## src/rtl/flexbex_ibex_irq_ctrl_multi_if.sv

```systemverilog
// Request/ack/kill/claim handshake between the interrupt controller and the core controller.
interface flexbex_ibex_irq_ctrl_multi_if #(
  parameter int ID_W = 5
);
  logic            irq_req_ctrl;
  logic [ID_W-1:0] irq_id_ctrl;
  logic            irq_claim;
  logic            ctrl_ack;
  logic            ctrl_kill;

  modport master (output irq_req_ctrl, irq_id_ctrl, irq_claim, input ctrl_ack, ctrl_kill);
  modport slave  (input irq_req_ctrl, irq_id_ctrl, irq_claim, output ctrl_ack, ctrl_kill);
endinterface

```

## src/rtl/flexbex_ibex_irq_ctrl_multi.sv

```systemverilog
// Multi-source interrupt controller: per-source mask and edge/level mode,
// lowest-index priority, req/ack/kill handshake with a one-cycle claim pulse.
module flexbex_ibex_irq_ctrl_multi_src #(
  parameter bit EDGE = 1'b0
) (
  input  logic clk,
  input  logic rst_n,
  input  logic irq,
  input  logic en,
  input  logic clr,
  output logic elig,
  output logic pend
);
  logic irq_q, pending_q;

  // A rise in the same cycle as the claim clear keeps the source pending.
  always_ff @(posedge clk or negedge rst_n) begin
    if (!rst_n) begin
      irq_q     <= 1'b0;
      pending_q <= 1'b0;
    end else begin
      irq_q     <= irq;
      pending_q <= EDGE ? ((pending_q & ~clr) | (irq & ~irq_q)) : 1'b0;
    end
  end

  assign pend = EDGE ? pending_q : irq;
  assign elig = pend & en;
endmodule

module flexbex_ibex_irq_ctrl_multi #(
  parameter int                 NUM_IRQ   = 8,
  parameter int                 ID_W      = 5,
  parameter logic [NUM_IRQ-1:0] EDGE_MASK = '0
) (
  input  logic                  clk,
  input  logic                  rst_n,
  input  logic [NUM_IRQ-1:0]    irq_i,
  input  logic [NUM_IRQ-1:0]    irq_en_i,
  input  logic                  m_IE_i,
  flexbex_ibex_irq_ctrl_multi_if.master ctrl,
  output logic [NUM_IRQ-1:0]    irq_pending_o
);
  typedef enum logic [1:0] {IDLE = 2'd0, REQ = 2'd1, CLAIM = 2'd2} state_e;

  state_e              state_q;
  logic [ID_W-1:0]     id_q, winner;
  logic                req_q, claim_q;
  logic [NUM_IRQ-1:0]  elig, clr;

  for (genvar g = 0; g < NUM_IRQ; g++) begin : g_src
    assign clr[g] = claim_q && (id_q == ID_W'(g));
    flexbex_ibex_irq_ctrl_multi_src #(.EDGE(EDGE_MASK[g])) u_src (
      .clk  (clk),
      .rst_n(rst_n),
      .irq  (irq_i[g]),
      .en   (irq_en_i[g]),
      .clr  (clr[g]),
      .elig (elig[g]),
      .pend (irq_pending_o[g])
    );
  end

  // Scan downwards so the lowest eligible index is the last one written.
  always_comb begin
    winner = '0;
    for (int i = NUM_IRQ - 1; i >= 0; i--)
      if (elig[i]) winner = ID_W'(i);
  end

  always_ff @(posedge clk or negedge rst_n) begin
    if (!rst_n) begin
      state_q <= IDLE;
      id_q    <= '0;
      req_q   <= 1'b0;
      claim_q <= 1'b0;
    end else begin
      case (state_q)
        IDLE: begin
          claim_q <= 1'b0;
          if (m_IE_i && |elig) begin
            state_q <= REQ;
            id_q    <= winner;
            req_q   <= 1'b1;
          end
        end
        REQ: begin
          if (ctrl.ctrl_ack) begin
            state_q <= CLAIM;
            req_q   <= 1'b0;
            claim_q <= 1'b1;
          end else if (ctrl.ctrl_kill) begin
            state_q <= IDLE;
            req_q   <= 1'b0;
          end
        end
        CLAIM: begin
          state_q <= IDLE;
          claim_q <= 1'b0;
        end
        default: begin
          state_q <= IDLE;
          req_q   <= 1'b0;
          claim_q <= 1'b0;
        end
      endcase
    end
  end

  assign ctrl.irq_req_ctrl = req_q;
  assign ctrl.irq_claim    = claim_q;
  assign ctrl.irq_id_ctrl  = id_q;
endmodule

```

## src/flat_wrapper.sv

```systemverilog
// flat-port wrapper written by rule: the top's interface ports become plain ports
module flexbex_ibex_irq_ctrl_multi_flat 
#(
  parameter int                 NUM_IRQ   = 8,
  parameter int                 ID_W      = 5,
  parameter logic [NUM_IRQ-1:0] EDGE_MASK = '0
)
  (clk, rst_n, irq_i, irq_en_i, m_IE_i, irq_pending_o, ctrl_irq_req_ctrl, ctrl_irq_id_ctrl, ctrl_irq_claim, ctrl_ctrl_ack, ctrl_ctrl_kill);
  flexbex_ibex_irq_ctrl_multi_if #(.ID_W(ID_W)) ctrl_i ();
  input  logic clk;
  input  logic rst_n;
  input  logic [NUM_IRQ-1:0] irq_i;
  input  logic [NUM_IRQ-1:0] irq_en_i;
  input  logic m_IE_i;
  output logic [NUM_IRQ-1:0] irq_pending_o;
  output wire logic [$bits(ctrl_i.irq_req_ctrl)-1:0] ctrl_irq_req_ctrl;
  output wire logic [$bits(ctrl_i.irq_id_ctrl)-1:0] ctrl_irq_id_ctrl;
  output wire logic [$bits(ctrl_i.irq_claim)-1:0] ctrl_irq_claim;
  input wire logic [$bits(ctrl_i.ctrl_ack)-1:0] ctrl_ctrl_ack;
  input wire logic [$bits(ctrl_i.ctrl_kill)-1:0] ctrl_ctrl_kill;
  assign ctrl_irq_req_ctrl = ctrl_i.irq_req_ctrl;
  assign ctrl_irq_id_ctrl = ctrl_i.irq_id_ctrl;
  assign ctrl_irq_claim = ctrl_i.irq_claim;
  assign ctrl_i.ctrl_ack = ctrl_ctrl_ack;
  assign ctrl_i.ctrl_kill = ctrl_ctrl_kill;
  flexbex_ibex_irq_ctrl_multi #(.NUM_IRQ(NUM_IRQ), .ID_W(ID_W), .EDGE_MASK(EDGE_MASK)) u_core (.clk(clk), .rst_n(rst_n), .irq_i(irq_i), .irq_en_i(irq_en_i), .m_IE_i(m_IE_i), .ctrl(ctrl_i), .irq_pending_o(irq_pending_o));
endmodule
```

## config.mk

```make
export PLATFORM = sky130hd
export DESIGN_NAME = flexbex_ibex_irq_ctrl_multi_flat
export DESIGN_NICKNAME = d
export VERILOG_FILES = /design/src/rtl/flexbex_ibex_irq_ctrl_multi_if.sv /design/src/rtl/flexbex_ibex_irq_ctrl_multi.sv /design/src/flat_wrapper.sv
export SDC_FILE = /design/constraint.sdc
export NUM_CORES = 1
export LEC_CHECK = 0
export BUFFER_PORTS_ARGS = -buffer_cell sky130_fd_sc_hd__buf_2
export CORE_MARGIN = 2
export CORE_UTILIZATION = 34
export DETAILED_ROUTE_END_ITERATION = 10
export PLACE_DENSITY = 0.73
export SYNTH_ARGS = -nofsm -noshare
export SYNTH_HDL_FRONTEND = slang
export SYNTH_SLANG_ARGS = --single-unit
```

## constraint.sdc

```tcl
create_clock -name clk -period 1.05 [get_ports clk]
set_input_delay 0 -clock clk [delete_from_list [all_inputs] [get_ports clk]]
set_output_delay 0 -clock clk [all_outputs]
set_load 0.005 [all_outputs]
```

After elaboration in Yosys (flattened, before gate mapping):

Cells that the tools add are included.

* bits of input ports: 21
* register bits after elaboration: 9
* logic and storage cells: 42

* bitwise gates (word level): 9
* reduce and logical (&&, ||, !) cells: 6
* equal/unequal tests: 5
* mux-type cells: 18

Operators with widths (count)
* $mux 5: 7
* $and 1x1->1: 8
* $reduce_or 8->1: 1
* $mux 2: 3
* $mux 1: 5
* $pmux 2 s2: 1
* $reduce_and 2->1: 2
* $mux 3: 1
* $ne 3x3->1 const B: 1
* $pmux 1 s3: 1
* $reduce_and 3->1: 1
* $eq 2x1->1 const B: 1
* $eq 2x2->1 const B: 1
* $logic_not 2->1: 1
* $ne 2x1->1 const B: 1
* $ne 2x2->1 const B: 1
* $logic_and 1x1->1: 1
* $not 1->1: 1

Logic depth before layout (Yosys ltp):

* depth in word-level cells: 9
* gate-level depth with buffers: 4

Hierarchy:

From an unflattened synthesis, not the netlist that was laid out.

* cells, all modules: 68
* area total of the unflattened synthesis: 554.3 sq um

Modules (own cells, without submodules)
* flexbex_ibex_irq_ctrl_multi: area an instance 444.2 sq um, instances 1, cells each 52
* flexbex_ibex_irq_ctrl_multi_src: area an instance 13.8 sq um, instances 8, cells each 2

Worst setup path before layout:

OpenSTA, ideal clock, no wires.

* path type: register -> register
* from: reg u_core.state_q[0]
* to: reg u_core.id_q[0], in the netlist u_core.ctrl.irq_id_ctrl[0]
* path slack: 0.030 ns
* required time: 0.927 ns
* data arrival time: 0.897 ns
* buffers on the path: 0
* cell stages (with the launch flop): 4
* path through: dfrtp_1 > nor3b_4 > nand2_1 > o2bb2ai_1

* cells in the longest elaborated chain, start to end: 2

RTL lines
* start, declared: RTL line flexbex_ibex_irq_ctrl_multi.sv:46 `state_e state_q;`
* start signal, assigned: RTL line flexbex_ibex_irq_ctrl_multi.sv:73 `state_q <= IDLE;`
* start signal, assigned: RTL line flexbex_ibex_irq_ctrl_multi.sv:82 `state_q <= REQ;`
* start signal, assigned: RTL line flexbex_ibex_irq_ctrl_multi.sv:89 `state_q <= CLAIM;`
* $logic_not 2->1: RTL line flexbex_ibex_irq_ctrl_multi.sv:78 `case (state_q)`
* $reduce_and 2->1 (no source line)
* end signal, assigned: RTL line flexbex_ibex_irq_ctrl_multi.sv:83 `id_q <= winner;`
* end, declared: RTL line flexbex_ibex_irq_ctrl_multi.sv:47 `logic [ID_W-1:0] id_q, winner;`

Every way passes these cells.
A chain may end at the register's enable or synchronous reset.

Final worst setup path:

Same ends and word-level chain as after synthesis.

==> summary.txt <==
Outcome
  – Status: finished clean

Clock tree
  – Max Buffers Root-to-Sink: 2
  – H-tree depth: 1
  – Post-CTS Setup Bufs: 0
  – Clock-pin slew on the worst setup and hold paths: 0.05 ns
  – Num Clock Sinks: 7
  – TritonCTS Buffers: 3
  – Worst skew pair latency: 0.25 ns
  – Root Driver: clkbuf_4
  – TritonCTS clock tree: yes

Setup path
  – CP Launch Type: register
  – CP max-delay cell: dfrtp_1
  – Crit Path Category: reg2reg
  – Crit-path cells: nor3b_4, buf_6, nand3_1, o2bb2ai_2
  – Crit path capture type: register
  – Biggest fanout along the worst timing path: 5
  – CP arrival: 1.20 ns
  – CP peak stage delay: 0.41 ns
  – WP data required: ~1.2 ns
  – Worst r2r path cells: 4

STA
  – Fmax: 974 MHz
  – Tcrit/Tclk final: 0.977
  – Skew final: 0.00308 ns
  – Final setup fails: 0
  – RSZ-0062 raised after global routing: true
  – Final hold vios: 0
  – Final hold slack: 0.0622 ns
  – Max-slew violations: 0
  – Final worst path period need: 1.03 ns

Finish
  – Fill cells: roughly 140
  – Layout Area Growth over Synthesis: 39.5%
  – Most frequent cells in the layout: buf_2 (33), nand2_1 (10), dfrtp_1 (7)
  – Design area: 658 sq um
  – ANT cells: 0
  – Final std cells w/o fill: 99
  – Final #Nets: around 110
  – Commonest non-fill, non-tap cell in the layout: buf_2
  – Share of cells above drive strength 1: 0.512
  – End-of-flow core utilization: 0.506

Synthesis
  – Top cells by area, synth: dfrtp_1 (37%), buf_4 (16%), a22oi_2 (11%)
  – Yosys reg bits: 7
  – Mapped Area: 472 sq um
  – Yosys top cell by area: dfrtp_1
  – Yosys cell types: 17
  – Register area share after synthesis: 0.371
  – YS warnings: 0
  – Share of Yosys cell area claimed by the top area cell type: 0.371
  – Cells after Synth: 52
  – Syn avg cell area: around 9.1 sq um

Place
  – Placed Area: 592 sq um
  – Final GP Congestion: 0.706
  – Post-DP HPWL: 784 um
  – PortBufs: 33
  – Cells after DPL: 92

Detailed routing
  – Drt drc: 0
  – Via/cell ratio: 4.59
  – Drt total wl: 987 um
  – Via count: 454
  – Drt first pass iters: 3
  – Antenna Nets Post-Route: 0
  – WL/cell: between 9 and 10 um
  – DRT iter0 DRCs: 1

Global route
  – Vias in the first global route: 396
  – First-pass GRT wire length: 1390 um
  – GR Overflow Total: 0
  – Pin count of the biggest net entering global routing: 8
  – All-layer global routing usage: 0.131
  – Initial antenna violation count: 0

Die
  – Cell Rows: 13
  – Die width: 41.2 um
  – Initial Util: 0.362
  – CORE AREA: 1300 sq um
  – Die area: 1700 sq um
  – Die Ht: about 41 um
  – I/O Pins: 36

Hold path
  – Hold depth: 4
  – Hold WC Path Type: in2reg

Power and ir drop
  – Cell leakage power: 0.343 nW
  – P per Cell Area: ~1400 nW/um^2
  – Peak VDD IR: 0.734 mV

Run
  – MaxCap Viol Count: 0
-- where the power goes --
part,switching (mW),internal [mW]
combinational,0.138,0.164
clock,0.0979,0.145
sequential,0.0435,0.337
total,0.280,0.646
-- through the flow --
stage                     setup WS (ns)  setup TNS, ns  total power, mW
final                            0.0237              0            0.926
after floorplan                  0.0300              0            0.537
after global placement           0.0646              0            0.664
after CTS                       0.00586              0            0.927
after detailed placement         0.0177              0            0.670
after global routing            -0.0292        -0.0735             1.01
-- state kept, by name, summed over array words and instances, names as in the netlist --
register and count:
u_core.ctrl.irq_claim 1, u_core.ctrl.irq_id_ctrl 3, u_core.ctrl.irq_req_ctrl 1, u_core.state_q 2
-- per-layer routing --
layer  GRT usage  up-vias  wire (um)
met4      0.0484        0          0
met1       0.123      186        400
li1            -      237          -
met2       0.250       31        449
met3      0.0489        0        137
met5           0        -          0
-- final timing paths --
kind                                                    to  slack, ns                      from
max in group asynchronous                u_core.state_q[1]       0.76                     rst_n
worst min-delay path            u_core.ctrl.irq_id_ctrl[2]       0.06               irq_en_i[0]
min in group asynchronous                u_core.state_q[0]       0.13                     rst_n
worst max-delay path            u_core.ctrl.irq_id_ctrl[0]       0.02         u_core.state_q[0]
worst min register to register    u_core.ctrl.irq_req_ctrl       0.47  u_core.ctrl.irq_req_ctrl
worst max register to register  u_core.ctrl.irq_id_ctrl[0]       0.02         u_core.state_q[0]
-- critical path: cells and delay by family, from the launching register on --
kind,cells,cell delay (ns)
AOI/OAI and AO/OA,1,0.11
and+or+nand+nor,2,0.29
buffers and inverters,1,0.13
DFF,1,0.41
-- layout make-up --
type                       count  area, sq um  area share
timing repair buffer          37          206       0.314
inverter                       2         7.51      0.0114
tap                           15         18.8      0.0285
clock buffer                   4         26.3      0.0399
sequential                     7          175       0.266
multi-input combinational     34          224       0.340
-- synthesized netlist by cell type --
library cell and instances:
buf_4 10, o31ai_1 2, nand3_1 1, nand2b_1 1, a21oi_1 4, a31oi_1 1
nand2_1 10, nor2_1 3, dfrtp_1 7, nand4_1 1, o2bb2ai_1 1, o21ai_0 1
conb_1 1, a22oi_2 4, nor3b_4 1, a32o_1 2, inv_1 2
-- logic make-up after synthesis --
kind of cell,count (synthesis),share of synthesized area
simple gates,17,0.180
compound gates,15,0.265
buf+inv,12,0.175
flops,7,0.371
other cells,1,0.00795
-- timing repair --
item / 4_1_cts / 5_1_grt
gates resized for setup: 0 / 2
endpoints found under the hold margin: 9 / 0
setup endpoints to repair: 0 / 3
hold buffers: 3 / 0
No activity file was read; power rests on OpenSTA's default activity.
